===== config.mk =====
export PLATFORM = sky130hd
export DESIGN_NAME = bar_foo_handshake_arbiter
export DESIGN_NICKNAME = d
export VERILOG_FILES = /design/src/rtl/bar_foo_arb_pkg.sv /design/src/rtl/bar_foo_rr_pick.sv /design/src/rtl/bar_foo_handshake_arbiter.sv
export SDC_FILE = /design/constraint.sdc
export NUM_CORES = 1
export LEC_CHECK = 0
export BUFFER_PORTS_ARGS = -buffer_cell sky130_fd_sc_hd__buf_2
export CORE_ASPECT_RATIO = 0.9
export CORE_MARGIN = 2
export CORE_UTILIZATION = 50
export DETAILED_ROUTE_END_ITERATION = 6
export HOLD_SLACK_MARGIN = 0.12
export PLACE_DENSITY_LB_ADDON = 0.3
export SYNTH_ARGS = -nofsm -noshare
export SYNTH_HDL_FRONTEND = slang
export SYNTH_HIERARCHICAL = 1
export SYNTH_SLANG_ARGS = --single-unit
export TNS_END_PERCENT = 50

===== constraint.sdc =====
create_clock -name CLK -period 4.9 [get_ports CLK]
set_input_delay 0.735 -clock CLK [delete_from_list [all_inputs] [get_ports CLK]]
set_output_delay 0.735 -clock CLK [all_outputs]
set_load 0.005 [all_outputs]

===== src/rtl/bar_foo_arb_pkg.sv =====
// ============================================================================
// Module : bar_foo_arb_pkg
// Brief  : Shared types and constants for the bar_foo handshake arbiter.
// Rev    : 1.0
// ============================================================================
`default_nettype none

package bar_foo_arb_pkg;

  localparam int C_N_PORTS = 3;
  localparam int C_WIDTH   = 4;
  localparam int RR_RESET  = 0;

  // Index width, kept at least one bit wide so degenerate configs still elaborate.
  function automatic int src_width(input int n);
    return (n <= 2) ? 1 : $clog2(n);
  endfunction

  localparam int C_SRC_W = src_width(C_N_PORTS);

  typedef logic [C_SRC_W-1:0] src_t;
  typedef logic [C_WIDTH-1:0] payload_t;

endpackage

`default_nettype wire


===== src/rtl/bar_foo_rr_pick.sv =====
// ============================================================================
// Module : bar_foo_rr_pick
// Brief  : Combinational rotate-priority picker: first valid at/after pointer.
// Rev    : 1.0
// ============================================================================
`default_nettype none

module bar_foo_rr_pick
  import bar_foo_arb_pkg::*;
#(
  parameter int N_PORTS = C_N_PORTS,
  parameter int SRC_W   = src_width(N_PORTS)
) (
  input  logic [N_PORTS-1:0] valid,
  input  logic [SRC_W-1:0]   ptr,
  output logic [N_PORTS-1:0] grant,
  output logic [SRC_W-1:0]   idx,
  output logic               any
);

  logic [SRC_W-1:0] w_cand;

  // Scan from farthest offset down so the nearest valid channel is written last.
  always_comb begin
    grant  = '0;
    idx    = '0;
    any    = 1'b0;
    w_cand = '0;
    for (int k = N_PORTS - 1; k >= 0; k--) begin
      w_cand = SRC_W'((int'(ptr) + k) % N_PORTS);
      if (valid[w_cand]) begin
        grant         = '0;
        grant[w_cand] = 1'b1;
        idx           = w_cand;
        any           = 1'b1;
      end
    end
  end

endmodule

`default_nettype wire


===== src/rtl/bar_foo_handshake_arbiter.sv =====
// ============================================================================
// Module : bar_foo_handshake_arbiter
// Brief  : Round-robin N:1 ready/valid arbiter with registered output slot.
//          Optional checkers: define BAR_FOO_HANDSHAKE_ARB_ASSERT_EN.
// Rev    : 1.0
// ============================================================================
`default_nettype none

module bar_foo_handshake_arbiter
  import bar_foo_arb_pkg::*;
#(
  parameter int N_PORTS = C_N_PORTS,
  parameter int WIDTH   = C_WIDTH,
  parameter int SRC_W   = src_width(N_PORTS)
) (
  input  logic                             CLK,
  input  logic                             RESET,
  input  logic [N_PORTS-1:0]               handshake_arr_valid,
  input  logic [N_PORTS-1:0][WIDTH-1:0]    handshake_arr_data,
  output logic [N_PORTS-1:0]               handshake_arr_ready,
  output logic                             handshake_valid,
  output logic [WIDTH-1:0]                 handshake_data,
  output logic [SRC_W-1:0]                 handshake_src,
  input  logic                             handshake_ready
);

  logic               r_valid;
  logic [WIDTH-1:0]   r_data;
  logic [SRC_W-1:0]   r_src;
  logic [SRC_W-1:0]   r_ptr;

  logic [N_PORTS-1:0] w_grant;
  logic [SRC_W-1:0]   w_idx;
  logic               w_any;
  logic               w_can_load;
  logic               w_xfer;

  bar_foo_rr_pick #(
    .N_PORTS (N_PORTS),
    .SRC_W   (SRC_W)
  ) u_pick (
    .valid (handshake_arr_valid),
    .ptr   (r_ptr),
    .grant (w_grant),
    .idx   (w_idx),
    .any   (w_any)
  );

  // Slot is free when empty or being drained this cycle; reset blocks all grants.
  assign w_can_load          = ~r_valid | handshake_ready;
  assign w_xfer              = w_any & w_can_load & ~RESET;
  assign handshake_arr_ready = (w_can_load & ~RESET) ? w_grant : '0;

  always_ff @(posedge CLK) begin
    if (RESET) begin
      r_valid <= 1'b0;
      r_data  <= '0;
      r_src   <= '0;
      r_ptr   <= SRC_W'(RR_RESET);
    end else if (w_xfer) begin
      r_valid <= 1'b1;
      r_data  <= handshake_arr_data[w_idx];
      r_src   <= w_idx;
      r_ptr   <= (w_idx == SRC_W'(N_PORTS - 1)) ? '0 : w_idx + SRC_W'(1);
    end else if (handshake_ready) begin
      r_valid <= 1'b0;
    end
  end

  assign handshake_valid = r_valid;
  assign handshake_data  = r_data;
  assign handshake_src   = r_src;

`ifdef BAR_FOO_HANDSHAKE_ARB_ASSERT_EN
  a_ready_onehot0: assert property (@(posedge CLK) disable iff (RESET)
    $onehot0(handshake_arr_ready));

  a_out_hold: assert property (@(posedge CLK) disable iff (RESET)
    handshake_valid & ~handshake_ready |=>
      handshake_valid & $stable(handshake_data) & $stable(handshake_src));

  a_valid_known: assert property (@(posedge CLK) disable iff (RESET)
    !$isunknown(handshake_valid));

  for (genvar g = 0; g < N_PORTS; g++) begin : g_up_chk
    a_up_stable: assert property (@(posedge CLK) disable iff (RESET)
      handshake_arr_valid[g] & ~handshake_arr_ready[g] |=>
        handshake_arr_valid[g] & $stable(handshake_arr_data[g]));
  end
`else
  // Checkers not compiled in this build.
`endif

endmodule

`default_nettype wire


# After elaboration in Yosys (flattened, before gate mapping)
# Index checks and enable logic that the tools add are counted.
# Widths: inputs -> output; s select.
[word_totals]
ff_bits = 9
wordCells = 55
memories = 0
mem_bits_rw = 0
latch_bits = 0
rom_bits = 0
[classes]
order_cmp = 7
shifts = 0
eq_ne = 1
bitwise = 6
n_mul = 0
n_reduce_logical = 4
muxes = 27
div_mod_pow = 3
n_addsub = 3
[ops]
columns = ["op", "n"]
rows = [
  ["$mod 32x3->32 const B", 2],
  ["$mod 3x3->32 const B", 1],
  ["$lt 2x3->1 const B", 4],
  ["$mux 3", 4],
  ["$mux 1", 11],
  ["$bmux 4 s2", 1],
  ["$mux 2", 4],
  ["$bmux 1 s2", 3],
  ["$demux 1 s2", 3],
  ["$ge 2x1->1 const B", 3],
  ["$mux 4", 1],
  ["$add 2x1->3 const B", 1],
  ["$add 2x2->3 const B", 1],
  ["$and 1x1->1", 3],
  ["$logic_and 1x1->1", 3],
  ["$add 2x1->2 const B", 1],
  ["$eq 2x2->1 const B", 1],
  ["$not 1->1", 2],
  ["$reduce_bool 2->1", 1],
  ["$or 1x1->1", 1],
]

# Depth between registers and ports, before layout
[logic_depth]
depth_word = 10
depth_mapped = 11
mapped_depth_nobuf = 9

# By module
# The synthesis kept the hierarchy.
[modules_own_cells]
columns = ["module", "seq_area_each_um2", "instances", "cells_per_inst", "area_each_um2"]
rows = [
  ["bar_foo_handshake_arbiter", 180.2, 1, 53, 498.0],
  ["bar_foo_rr_pick", 0.0, 1, 47, 349.1],
]

# Least setup slack after synthesis
# OpenSTA, ideal clock, no wires.
[synth_path]
path_type = "flip-flop to output port"
start = "register r_ptr[0]"
end = "output handshake_arr_ready[2]"
arrival_time_ns = 1.578
path_stages_with_launch = 8
setup_slack_ns = 2.587
required_time_ns = 4.165
path_buffers = 1
cell_sequence = "dfxtp_1 -> inv_1 -> ha_1 -> buf_6 -> nand2b_1 -> o22ai_2 -> mux2_2 -> and2_1"
[synth_via]
elab_chain_len = 10
[synth_lines]
columns = ["element", "line", "source"]
rows = [
  ["from (decl)", "bar_foo_handshake_arbiter.sv:30", "logic [SRC_W-1:0] r_ptr;"],
  ["from (signal assigned)", "bar_foo_handshake_arbiter.sv:59", "r_ptr <= SRC_W'(RR_RESET);"],
  ["from (signal assigned)", "bar_foo_handshake_arbiter.sv:64", "r_ptr <= (w_idx == SRC_W'(N_PORTS - 1)) ? '0 : w_idx + SRC_W'(1);"],
  ["$add 2x2->3", "bar_foo_rr_pick.sv:30", "w_cand = SRC_W'((int'(ptr) + k) % N_PORTS);"],
  ["$mod 32x3->32", "bar_foo_rr_pick.sv:30", ""],
  ["$lt 2x3->1 (not written as such) / $ge 2x1->1 (equally long branches)", "bar_foo_rr_pick.sv:33", "grant[w_cand] = 1'b1;"],
  ["$logic_and 1x1->1 (not written as such)", "bar_foo_rr_pick.sv:33", ""],
  ["$mux 1 (not written as such)", "bar_foo_rr_pick.sv:33", ""],
  ["$demux 1 s2", "--", ""],
  ["$mux 3 (2 in a row)", "bar_foo_rr_pick.sv:31", "if (valid[w_cand]) begin"],
  ["$mux 3 *", "bar_foo_rr_pick.sv:31", ""],
  ["net w_grant[2]", "bar_foo_handshake_arbiter.sv:32", "logic [N_PORTS-1:0] w_grant;"],
  ["$mux 3 *", "bar_foo_handshake_arbiter.sv:52", "assign handshake_arr_ready = (w_can_load & ~RESET) ? w_grant : '0;"],
  ["to (decl)", "bar_foo_handshake_arbiter.sv:20", "output logic [N_PORTS-1:0] handshake_arr_ready,"],
]
# Mark *: on every way through the listed nets, which the timed path passes. The rest lies on a longest branch. The select of a mux whose other input is x is not followed.

# Worst setup path in the final report
[layout_path]
start = "register r_ptr[0]"
end = "output handshake_arr_ready[1]"
# The elaborated chain is that of the path after synthesis.

==> results_dict.tcl <==
set metrics [dict create \
    status "finished, final reports clean" \
    start_util_pct 52.00 \
    syn_inst 100 \
    start_kind "flop" \
    cap_viol_max_count 0 \
    fin_area_mm2 0.001001 \
    hpwl_um 1384 \
    root_buffer "clkbuf_4" \
    cts_hold_buffers 0 \
    synth_simple_gate_area_share_pct 26.00 \
    die_area_mm2 0.002040 \
    multi_input_area_um2 610.6 \
    end_kind "output port" \
    synthTopCellsByArea "dfxtp_1 21%, mux2i_1 8.3%, mux2_2 8.0%, nor2b_1 7.4%, ha_1 5.9%" \
    worstSetupPathType "reg2out" \
    routed_wl_um 1845 \
    cpPeakStageDelay_ns 0.35 \
    core.rowCount 14 \
    worst_pin_slew_ns 0.7787 \
    dr.pass1.iters 4 \
    ys_seq_elements 9 \
    slew_violations 0 \
    drt_iter0_markers 6 \
    h-tree-depth 1 \
    cts_buffer_depth 2 \
    critPathSlowestCell "ha_1" \
    antenna_found_initial 0 \
    grtUsageTotal_pct 19.77 \
    cp_cell_sequence "inv_1 > ha_1 > mux2i_4 > o22ai_2 > a32o_1 > a31o_1 > and2_1 > buf_2" \
    fin_nets 148 \
    crit_required_ns 4.16 \
    cts.clk_slew.worst_paths_ns 0.06 \
    hold_viol_final 0 \
    synth_commonest_cells "10 x nor2b_1, 9 x dfxtp_1, 8 x o21ai_0" \
    fp.dieW_um 47.39 \
    wl_per_cell_um 12.38 \
    final.setup.tns_ns 0 \
    synth.avg_cell_area_um2 8.471 \
    area_delta_synth_final_pct 18.17 \
    routed_via_density 5.443 \
    critPathMaxFanout 7 \
    grt_overflow 0 \
    placed_area_um2 974.7 \
    finalSetupViolations 0 \
    synth-compound-area-share_pct 19.94 \
    globalplace.congestion 0.7458 \
    drc 0 \
    fin_crit_sh_pct 58.67 \
    die_height_um 43.05 \
    port_buffers 27 \
    path_delay_family "compound AO/OA/AOI/OAI gates" \
    yosys_warnings 6 \
    hp-class "reg2reg" \
    synth_nets 122 \
    irDropWorstVdd_mv 0.2331 \
    ant_nets 0 \
    synth-edff-count 0 \
    grt_max_degree 14 \
    syn_area_um2 847.1 \
    clk_latency_ns 0.26 \
    powerDensity_mw_per_mm2 280.1 \
    fin_util_pct 61.44 \
    rsz0062_at_grt "false" \
    synth_fa_ha_area_share_pct 5.908 \
    clock-skew-final_ns 0.002162 \
    grt_pass1_vias 730 \
    postCtsSetupBuffers 0 \
    crit_arrival_ns 2.14 \
    synth.most_common_cell "nor2b_1" \
    fmax_ghz 0.3479 \
    drive_above_1_share_pct 33.60 \
    cts_resized 0 \
    coreArea_mm2 0.001629 \
    cts_tree "yes" \
    ys_seq_area_share_pct 21.27 \
    synth_top_area_share_pct 21.27 \
    io_pins 28 \
    cts_buffers 3 \
    leakage_nw 0.4377 \
    fill_cells 160 \
    slew-limit-headroom_pct 48.08 \
    crit_buf_inv 2 \
    synth_area_leader_cell "dfxtp_1" \
    period_minus_slack_ns 2.875 \
    async_flop_share_pct 0 \
    finalPower_uw 280.4 \
    synthFlopType "dfxtp_1" \
    seq_area_um2 180.2 \
    clock_sinks 9 \
    synth_xor_xnor_area_share_pct 0 \
    antenna_cells 0 \
    grt_pass1_wl_um 2939 \
    via_count 811 \
    ys_types 36 \
    yosys-mux-area-fraction_pct 20.24 \
    synth_top_family_by_area "simple AND/OR/NAND/NOR gates" \
]
-- through the flow --
step / hold WS (ns) / cells / worst slack, ns
2_1_floorplan: 0.4817 / 100 / 2.587
3_3_place_gp: 0.5050 / 145 / 2.311
3_5_place_dp: 0.5231 / 145 / 2.278
4_1_cts: 0.5296 / 149 / 2.029
5_1_grt: 0.5775 / 149 / 1.899
6_report: 0.5237 / 149 / 2.025
-- path summary, 6_finish.rpt --
path	startpoint	end	slack, ns	depth (start not counted)
setup / recovery	r_ptr[0]	handshake_arr_ready[1]	2.03	8
hold / removal	r_ptr[0]	r_ptr[0]	0.52	2
setup reg to reg	r_ptr[0]	handshake_data[3]	2.37	8
hold reg to reg	r_ptr[0]	r_ptr[0]	0.52	2
-- worst register-to-register path, cell delays in order, from the launching register on --
cell and delay (ns):
dfxtp_1 0.37, inv_1 0.07, ha_1 0.43, nor2b_1 0.17, o211ai_1 0.11, a2bb2oi_1 0.16, o22ai_1 0.62, o21ai_0 0.21
mux2_2 0.29
-- per-layer routing --
metal / GRT usage [%] / vias to the layer above / wire (um)
met5: 0 / - / 0
met4: 9.444 / 0 / 40
met3: 4.255 / 6 / 86
met2: 33.51 / 20 / 915
met1: 22.40 / 379 / 802
li1: - / 406 / -
-- cells in the final DEF (no fill, tap or decap), drive strengths merged, types with 3 or more instances in the layout --
cell / instances
nand3b: 5
nor2b: 11
and2: 3
buf: 27
mux2i: 8
o22ai: 4
o21ai: 8
clkbuf: 4
nand2: 4
nor2: 7
a21oi: 5
inv: 5
mux2: 7
ha: 4
dfxtp: 9
-- state kept, by name (all words and copies together), names as in the netlist --
name	cells
handshake_valid	1
handshake_src	2
handshake_data	4
r_ptr	2
-- kinds of logic (layout without fill, tap and decap cells) --
| group | after synthesis | count (layout) |
|---|---|---|
| AND/OR/NAND/NOR | 36 | 36 |
| adder cells (fa/ha/maj) | 4 | 4 |
| flip-flops | 9 | 9 |
| multiplexers | 15 | 15 |
| AO/OA/AOI/OAI | 25 | 25 |
| buffers and inverters | 11 | 36 |
-- report_power, final --
| group | switching (mW) | internal [mW] | total (mW) |
|---|---|---|---|
| Combinational | 0.0656 | 0.0644 | 0.130 |
| Sequential | 0.00664 | 0.0858 | 0.0924 |
| Clock | 0.0266 | 0.0314 | 0.0580 |
-- layout make-up --
cell class,count,area share [%]
Clock buffer,4,2.625
Inverter,5,1.875
Multi-Input combinational cell,80,61.00
Sequential cell,9,18.00
Tap cell,24,3.000
Timing Repair Buffer,27,13.50
Power figures use the tool's default switching activity.
